<file path="config.mk">
export PLATFORM = sky130hd
export DESIGN_NAME = wide_addsub_seq
export DESIGN_NICKNAME = d
export VERILOG_FILES = /design/src/rtl/wide_addsub_pkg.sv /design/src/rtl/addsub16_slice.sv /design/src/rtl/wide_addsub_seq.sv
export SDC_FILE = /design/constraint.sdc
export NUM_CORES = 1
export LEC_CHECK = 0
export ABC_AREA = 0
export CAP_MARGIN = 0
export CORE_MARGIN = 4
export CORE_UTILIZATION = 54
export DETAILED_ROUTE_END_ITERATION = 12
export PLACE_DENSITY = 0.9
export SLEW_MARGIN = 15
export SYNTH_ARGS = -nofsm -noshare
export SYNTH_HDL_FRONTEND = slang
export SYNTH_SLANG_ARGS = --single-unit
</file>
<file path="constraint.sdc">
create_clock -name clk -period 8.2 [get_ports clk]
set_clock_uncertainty 0.05 [all_clocks]
set_input_delay 1.23 -clock clk [delete_from_list [all_inputs] [get_ports clk]]
set_output_delay 1.23 -clock clk [all_outputs]
set_load 0.05 [all_outputs]
</file>
<file path="src/rtl/wide_addsub_pkg.sv">
// Shared types and constants for the multi-word add/subtract sequencer.
package wide_addsub_pkg;

  localparam int WORD_W = 16;

  typedef enum logic [1:0] {
    IDLE = 2'd0,
    RUN  = 2'd1,
    DONE = 2'd2
  } state_t;

  // Word-index width; at least one bit so WORDS=1 still has a legal counter.
  function automatic int idx_w(input int words);
    return (words <= 1) ? 1 : $clog2(words);
  endfunction

endpackage

</file>
<file path="src/rtl/addsub16_slice.sv">
// One 16-bit add/subtract slice: s/co = a + (sub ? ~b : b) + ci.
module addsub16_slice
  import wide_addsub_pkg::*;
(
  input  logic [WORD_W-1:0] a,
  input  logic [WORD_W-1:0] b,
  input  logic              sub,
  input  logic              ci,
  output logic [WORD_W-1:0] s,
  output logic              co
);

  logic [WORD_W-1:0] b_eff;

  assign b_eff   = sub ? ~b : b;
  assign {co, s} = {1'b0, a} + {1'b0, b_eff} + {{WORD_W{1'b0}}, ci};

endmodule

</file>
<file path="src/rtl/wide_addsub_seq.sv">
// WORDS x 16-bit add/subtract sequencer: one word per cycle, LSW first,
// carry/borrow chained through a register around a single shared slice.
module wide_addsub_seq
  import wide_addsub_pkg::*;
#(
  parameter int WORDS = 4
) (
  input  logic                    clk,
  input  logic                    rst,
  input  logic                    in_valid,
  output logic                    in_ready,
  input  logic [WORD_W*WORDS-1:0] op_a,
  input  logic [WORD_W*WORDS-1:0] op_b,
  input  logic                    cin,
  input  logic                    subtract,
  output logic                    out_valid,
  input  logic                    out_ready,
  output logic [WORD_W*WORDS-1:0] result,
  output logic                    cout,
  output logic                    zero
);

  localparam int W  = WORD_W * WORDS;
  localparam int IW = idx_w(WORDS);

  state_t            state, state_nxt;
  logic [IW-1:0]     idx;
  logic              carry;
  logic              sub_reg;
  logic [W-1:0]      a_reg;
  logic [W-1:0]      b_reg;
  logic [W-1:0]      result_reg;
  logic [WORD_W-1:0] slice_s;
  logic              slice_co;
  logic              last_word;

  addsub16_slice u_slice (
    .a   (a_reg[WORD_W-1:0]),
    .b   (b_reg[WORD_W-1:0]),
    .sub (sub_reg),
    .ci  (carry),
    .s   (slice_s),
    .co  (slice_co)
  );

  assign last_word = (idx == IW'(WORDS - 1));

  always_comb begin
    state_nxt = state;
    in_ready  = 1'b0;
    out_valid = 1'b0;
    case (state)
      IDLE: begin
        in_ready = 1'b1;
        if (in_valid) state_nxt = RUN;
      end
      RUN: begin
        if (last_word) state_nxt = DONE;
      end
      DONE: begin
        out_valid = 1'b1;
        if (out_ready) state_nxt = IDLE;
      end
      default: state_nxt = IDLE;
    endcase
  end

  // Operands shift down one word per RUN cycle so the slice always sees
  // the low word; the result word is written at its own index.
  always_ff @(posedge clk) begin
    if (rst) begin
      state      <= IDLE;
      idx        <= '0;
      carry      <= 1'b0;
      sub_reg    <= 1'b0;
      a_reg      <= '0;
      b_reg      <= '0;
      result_reg <= '0;
    end else begin
      state <= state_nxt;
      case (state)
        IDLE: begin
          if (in_valid) begin
            a_reg   <= op_a;
            b_reg   <= op_b;
            sub_reg <= subtract;
            carry   <= subtract | cin;
            idx     <= '0;
          end
        end
        RUN: begin
          a_reg <= a_reg >> WORD_W;
          b_reg <= b_reg >> WORD_W;
          carry <= slice_co;
          for (int k = 0; k < WORDS; k++) begin
            if (idx == IW'(k)) result_reg[k*WORD_W +: WORD_W] <= slice_s;
          end
          if (!last_word) idx <= idx + 1'b1;
        end
        default: ;
      endcase
    end
  end

  assign result = result_reg;
  assign cout   = carry;
  assign zero   = (result_reg == '0);

endmodule

</file>
### Word-level counts from Yosys, hierarchy flattened

Cells that the tools add are included.

* register bits after elaboration: 198
* output and inout bits: 68
* logic and storage cells: 52
* bits of input ports: 134

* equal/unequal tests: 9
* add/subtract/negate cells: 3
* bitwise logic cells: 2
* multiplexer cells: 16
* reduce and logical (&&, ||, !) cells: 12

Operators with widths (count)
* $pmux 64 s2: 2
* $mux 64: 2
* $logic_not 64->1: 1
* $add 16x16->17: 1
* $add 17x1->17: 1
* $mux 16: 1
* $not 16->16: 1
* $reduce_and 2->1: 6
* $mux 2: 5
* $ne 2x2->1 const B: 4
* $eq 2x2->1 const B: 3
* $pmux 2 s3: 1
* $reduce_and 3->1: 2
* $eq 2x1->1 const B: 2
* $logic_not 2->1: 2
* $pmux 2 s2: 1
* $mux 1: 3
* $add 2x1->2 const B: 1
* $pmux 1 s2: 1
* $reduce_bool 2->1: 1
* $or 1x1->1: 1

### Logic depth before layout (Yosys ltp)

* depth after elaboration: 5
* depth in mapped cells: 12
* gate-level depth less buffers: 10

### By module

A second synthesis with hierarchy kept.

* cell total of the unflattened synthesis: 1014
* area total of the unflattened synthesis: 9077.5 um^2

Modules (own cells, without submodules)
* wide_addsub_seq: seq. area each 3963.8 um^2, area each 8064.0 um^2, times used 1, cells an instance 877
* addsub16_slice: seq. area each 0.0 um^2, area each 1013.5 um^2, times used 1, cells an instance 137

### Worst setup path after synthesis

Ideal clock, no wire load.

* path type: reg-to-output
* from: reg result_reg[31], in the netlist result[31]
* to: out zero
* stages on the path, launching flop included: 4
* setup slack: 4.455 ns
* buffers on the path: 0
* arrival time: 2.465 ns
* data required time: 6.920 ns
* path through: dfxtp_1 nor4_1 nand4_1 nor4_1

* word-level cells in the longest chain between the ends: 1

Ends and longest elaborated chain
* start, declared: line wide_addsub_seq.sv:32 `logic [W-1:0] result_reg;`
* start signal, assigned by index: line wide_addsub_seq.sv:96 `if (idx == IW'(k)) result_reg[k*WORD_W +: WORD_W] <= slice_s;`
* $logic_not 64->1: line wide_addsub_seq.sv:107 `assign zero = (result_reg == '0);`
* end, declared: line wide_addsub_seq.sv:20 `output logic zero`

No other way between the ends.

### Worst setup path in the final report

* from: reg result_reg[43], in the netlist result[43]
* to: out zero

The elaborated chain is that of the path after synthesis.

==> flow_metrics.env <==
export IMPL_run_status="completed"
export IMPL_wl_um=25410
export IMPL_max_cap_viol_count=0
export IMPL_ys_types=46
export IMPL_die_area_mm2=0.01845
export IMPL_hpwl_um=17970
export IMPL_antenna_found_initial=3
export IMPL_fp_dieH_um=135.8
export IMPL_clock_power_share_pct=33.7
export IMPL_ios=202
export IMPL_drt_initial_drc_count=771
export IMPL_htree_levels=4
export IMPL_yosysTopAreaCellShare_pct=44.93
export IMPL_area_growth_pct=28.95
export IMPL_fin_ws_ps=4305
export IMPL_finalHoldViolCount=0
export IMPL_seq_power_share_pct=44.7
export IMPL_drc=0
export IMPL_clock_path_buffers=2
export IMPL_root_buffer="clkbuf_16"
export IMPL_core_region_area_mm2=0.01594
export IMPL_nNetsFinal=1382
export IMPL_syn_inst=1094
export IMPL_cp_common_cell="nor4_1"
export IMPL_grt_pass1_wl_um=39310
export IMPL_slew_viol_final=0
export IMPL_globalRouteTotalUtil_pct=26.68
export IMPL_cp_required_ps=6920
export IMPL_placed_cells=1424
export IMPL_grt_setup_unrepaired="no"
export IMPL_cts_sinks=198
export IMPL_combPwrFrac_pct=21.6
export IMPL_post_route_min_period_ps=3895
export IMPL_fin_setup_tns_ps=0
export IMPL_drive_above_1_share_pct=4.116
export IMPL_clk_pin_slew_ps=70
export IMPL_ys_seq_elements=198
export IMPL_yosysTopAreaCell="dfxtp_1"
export IMPL_period_share_pct=47.51
export IMPL_cts_hold_buf=0
export IMPL_synth_area_leaders="dfxtp_1, nand2_1, a311oi_1"
export IMPL_critPathMaxFanout=3
export IMPL_crit_path_end_kind="primary output"
export IMPL_crit_path_start_kind="flop"
export IMPL_syn_area_per_cell_um2=8.064
export IMPL_crit_buf_inv=1
export IMPL_fmax_mhz=256.7
export IMPL_rows=46
export IMPL_via_per_inst=5.919
export IMPL_crit_family="simple AND/OR/NAND/NOR gates"
export IMPL_gp_congestion=0.9077
export IMPL_start_util_pct=55.34
export IMPL_finalNonFillerCells=1455
export IMPL_switchingPower_uw=729.2
export IMPL_postRouteAntennaNets=0
export IMPL_cts_tree="done"
export IMPL_crit_type="flop to primary output"
export IMPL_vias=8612
export IMPL_hold_path_class="flop to flop"
export IMPL_die_w_um=135.8
export IMPL_grt_ovfl_total=0
export IMPL_diodes=0
export IMPL_slowest_stage="clkdlybuf4s50_1"
export IMPL_syn_cell_area_mm2=0.008822
export IMPL_holdWs_ps=424.3
export IMPL_synth_enable_flop_cells=0
export IMPL_ys_seq_area_share_pct=44.93
export IMPL_crit_chain="nor4_1, nand4_1, nor4_1, clkdlybuf4s50_1"
export IMPL_pwr_density_cell_mw_per_mm2=211.8
export IMPL_finalSetupViolations=0
export IMPL_worst_slew_pin_transition_ps=1151
export IMPL_grt_pass1_vias=7923
export IMPL_slowest_delay_ps=850
export IMPL_arrival_ps=2620
export IMPL_routedWlPerCell_um=17.47
export IMPL_swShare_pct=30.27
export IMPL_ys_flop_type="dfxtp_1"
export IMPL_intPower_uw=1680
export IMPL_clk_latency_ps=430
export IMPL_yosysWarnings=0
export IMPL_p_leak_uw=0.004340
export IMPL_synth_async_reset_ratio_pct=0
export IMPL_cts_buffers=17
export IMPL_syn_nets=1249
export IMPL_ir_worst_vdd_mv=0.1594
export IMPL_cts_resized=0
export IMPL_design_area_mm2=0.01138
export IMPL_grt_max_degree=112
export IMPL_relSlewSlack_pct=23.25
export IMPL_place_ws_ps=4208
export IMPL_port_buffers=201
export IMPL_postCtsSetupBuffers=0
export IMPL_place_area_mm2=0.01081
export IMPL_drt_first_pass_iters=5
[cell usage after synthesis, drive strengths merged, types with 7 or more instances]
master  instances
o21ai           9
a211oi         17
nand3          26
xor2           18
a21o            7
nor4           18
inv             7
dfxtp         198
clkbuf         79
o311ai          8
buf            14
nand2         259
a311oi        104
a21oi          42
nor2          169
ha             19
a22oi          33
[routing by layer]
metal / GRT usage, % / share of wire, %
met5: 0 / 0.16
met2: 43.53 / 47
met1: 33.97 / 40
met4: 10.30 / 3.0
met3: 6.995 / 9.5
[cell type report]
cell class | instances | area (um^2)
Clock buffer | 19 | 432.9
Clock inverter | 12 | 128.9
Fill cell | 1220 | 4567
Inverter | 7 | 26.28
Multi-Input combinational cell | 796 | 4496
Sequential cell | 198 | 3964
Tap cell | 216 | 270.3
Timing Repair Buffer | 207 | 2058
[power by group through the flow]
stage               clock [uW]  combinational, uW  sequential (uW)
global route               858                565             1080
finish                     811                520             1080
CTS                        814                516             1080
global placement             0                498             1100
floorplan                    0                302             1120
detailed placement           0                512             1100
[cell families after synthesis]
group	Yosys count	synth area share [%]
AND/OR/NAND/NOR	502	23.15
AO/OA/AOI/OAI	249	21.98
flip-flops	198	44.93
buffers and inverters	100	4.368
XOR/XNOR	22	2.184
adder cells (fa/ha/maj)	21	3.149
multiplexers	2	0.2411
[cell usage in the layout, fill, tap and decap left out, drive strengths merged, types with 6 or more instances in the layout]
master,netlist,final
a211oi,17,17
clkbuf,79,19
a21oi,42,42
nand3,26,26
ha,19,19
o311ai,8,8
nor2,169,169
clkdlybuf4s50,0,200
a21o,7,7
a311oi,104,104
nor3,6,6
inv,7,9
xor2,18,18
o21ai,9,9
nand2,259,259
a22oi,33,33
dfxtp,198,198
nand4,6,6
buf,14,7
nor4,18,18
[worst paths after layout]
path / endpoint / slack (ps) / cells past startpoint / from
worst max-delay path: zero / 4300 / 4 / result[43]
worst min-delay path: a_reg[21] / 420 / 2 / a_reg[37]
worst max register to register: result[30] / 4890 / 10 / sub_reg
worst min register to register: a_reg[21] / 420 / 2 / a_reg[37]
[worst register-to-register path, delay by kind of cell (launching register included)]
family,cells,cell delay [ps]
xor gates and xnor gates,1,160
and+or+nand+nor,1,120
DFF,1,570
buffers and inverters,1,100
AOI/OAI and AO/OA,5,1510
adders and majority gates,2,650
[through the flow]
| step | total power (uW) | util (%) |
|---|---|---|
| 6_report | 2409 | 71.35 |
| 5_1_grt | 2507 | 71.35 |
| 4_1_cts | 2407 | 71.35 |
| 3_5_place_dp | 1610 | 67.83 |
| 3_3_place_gp | 1595 | 67.83 |
| 2_1_floorplan | 1427 | - |
Note: power is estimated with default switching activity, not from simulation.
==> RTL edit, RTL diff (same flow settings) <==
Encoding of `state_t`: now one-hot (3 bits for 3 states).
--- a/src/rtl/wide_addsub_pkg.sv
+++ b/src/rtl/wide_addsub_pkg.sv
@@ -5,6 +5,6 @@
 
-  typedef enum logic [1:0] {
-    IDLE = 2'd0,
-    RUN  = 2'd1,
-    DONE = 2'd2
+  typedef enum logic [2:0] {
+    IDLE = 3'b001,
+    RUN  = 3'b010,
+    DONE = 3'b100
   } state_t;
Function: no difference found for any inputs over 4 cycles, from zero or initial values and one cycle with rst high; so few cycles prove little.
==> RTL edit against the original RTL <==
- area after synthesis down 2.3%
- final area down 1.2%
- synthesized cell count up 0.82%
- routed wire length up 1.3%
- power down 4.2%
- via count up 0.62%
- setup slack worse by 0.055 ns
- final cell count up 1.4%
- non-clock buffer count up 1
- sequential cell count up 1
- largest cell class unchanged
==> RTL edit: results <==
export IMPL_grt_pass1_wl_mm=40.5
export IMPL_synth_edf_count=0
export IMPL_postCtsSetupBuffers=0
export IMPL_numPortBuffers=201
export IMPL_via_per_inst=5.87
export IMPL_first_global_vias=8182
export IMPL_clk_pin_slew_ns=0.07
export IMPL_drt_iter0_markers=912
export IMPL_synth_fp_nets=1258
export IMPL_ys_types=46
export IMPL_status="finished clean"
export IMPL_n_antenna_cell=0
export IMPL_ys_warn_count=0
export IMPL_antenna_found_initial=0
export IMPL_worst_hold_path_type="reg -> reg"
export IMPL_critical_path_peak_fanout=3
export IMPL_clk_root_buffer_cell="clkbuf_16"
export IMPL_max_slew_margin_pct=29.3
export IMPL_place_congestion=0.918
export IMPL_clk_latency_ns=0.44
export IMPL_synth_common_cells="nor2_1 (254), dfxtp_1 (199), nand2_1 (171)"
export IMPL_ys_flop_type="dfxtp_1"
export IMPL_cts_path_max_buffers=2
export IMPL_routed_wl_mm=25.7
export IMPL_post_place_ws_ns=4.61
export IMPL_fillCellCount=1129
export IMPL_fin_nets=1407
export IMPL_drive_above_1_share_pct=4.11
export IMPL_arrival_ns=2.67
export IMPL_htreeDepth=4
export IMPL_ys_seq_area_share_pct=46.2
export IMPL_peakVddDrop_mv=0.170
export IMPL_grt_max_degree=107
export IMPL_place_hpwl_mm=17.9
export IMPL_p_leak_nw=4.41
export IMPL_ys_async_sr_fraction_pct=0
export IMPL_drt_first_pass_iters=6
export IMPL_grt_use_total_pct=27.9
export IMPL_cts_made_buffers=17
export IMPL_cts_resized=0
export IMPL_hold_viol_final=0
export IMPL_yosys_top_cells_area="dfxtp_1 (46%), nor2_1 (11%), nand2_1 (7.4%), nor4_1 (6.8%), a21oi_1 (6.0%)"
## RTL edit: changes by cell type in the layout (fill, tap and decap cells not counted), sizes merged, moves of 12 or more
cell / delta
a311oi: -104
nand3: -15
nand2: -88
nor4: +76
nor2: +85
nand3b: +12
a21oi: +62
## RTL edit: worst paths after layout
path	start	to	slack, ns	cells past startpoint
worst max register to register	sub_reg$_SDFFE_PP0P_	result[14]$_SDFFE_PP0P_	4.74	10
worst min-delay path	b_reg[59]$_SDFFE_PP0P_	b_reg[59]$_SDFFE_PP0P_	0.40	2
worst min register to register	b_reg[59]$_SDFFE_PP0P_	b_reg[59]$_SDFFE_PP0P_	0.40	2
worst max-delay path	result[13]$_SDFFE_PP0P_	zero	4.25	4
## RTL edit: area by class of cell
cell class              count  area share [%]
inverters                   5           0.167
flip-flops and latches    199            35.4
repair buffers            208            18.3
multi-input cells         821            38.4
well taps                 211            2.35
clock buffers              19            4.03
clock inverters            12            1.25
## RTL edit: worst max-delay path, stage by stage, from the launching register on
cell             delay [ns]
dfxtp_1                0.33
nor4_1                 0.57
nand4_1                0.17
nor4_1                 0.31
clkdlybuf4s50_1        0.87
## RTL edit: layer usage
metal | vias up | share of wire (%) | global-route usage, %
met1 | 3985 | 40 | 35.8
met4 | 0 | 3.7 | 11.9
li1 | 4092 | - | -
met5 | - | 0 | 0
met3 | 85 | 10 | 6.53
met2 | 503 | 46 | 45.4
## RTL edit: logic make-up after synthesis
| logic type | after synthesis | synth area share, % |
|---|---|---|
| buffers and inverters | 83 | 3.83 |
| adders and majority gates | 21 | 3.22 |
| and+or+nand+nor | 586 | 30.4 |
| AOI/OAI and AO/OA | 189 | 13.8 |
| xor gates and xnor gates | 25 | 2.54 |
| DFF | 199 | 46.2 |
## RTL edit: metrics by stage
step / cell area [µm²] / hold slack, ns / total power, W / instances / utilization (%)
after floorplan: 8620 / 0.386 / 0.00132 / 1103 / -
after global placement: 10700 / 0.392 / 0.00146 / 1444 / 69.0
final: 11200 / 0.405 / 0.00231 / 1475 / 72.9
after global routing: 11200 / 0.435 / 0.00239 / 1475 / 72.9
after CTS: 11200 / 0.407 / 0.00230 / 1475 / 72.9
after detailed placement: 10700 / 0.397 / 0.00147 / 1444 / 69.0
## RTL edit: report_power, final
group          total [W]  switching (W)  internal, W  leakage, nW
clock           0.000844       0.000374     0.000470        0.289
sequential       0.00107      0.0000402      0.00103         1.63
combinational   0.000397       0.000235     0.000161         2.49
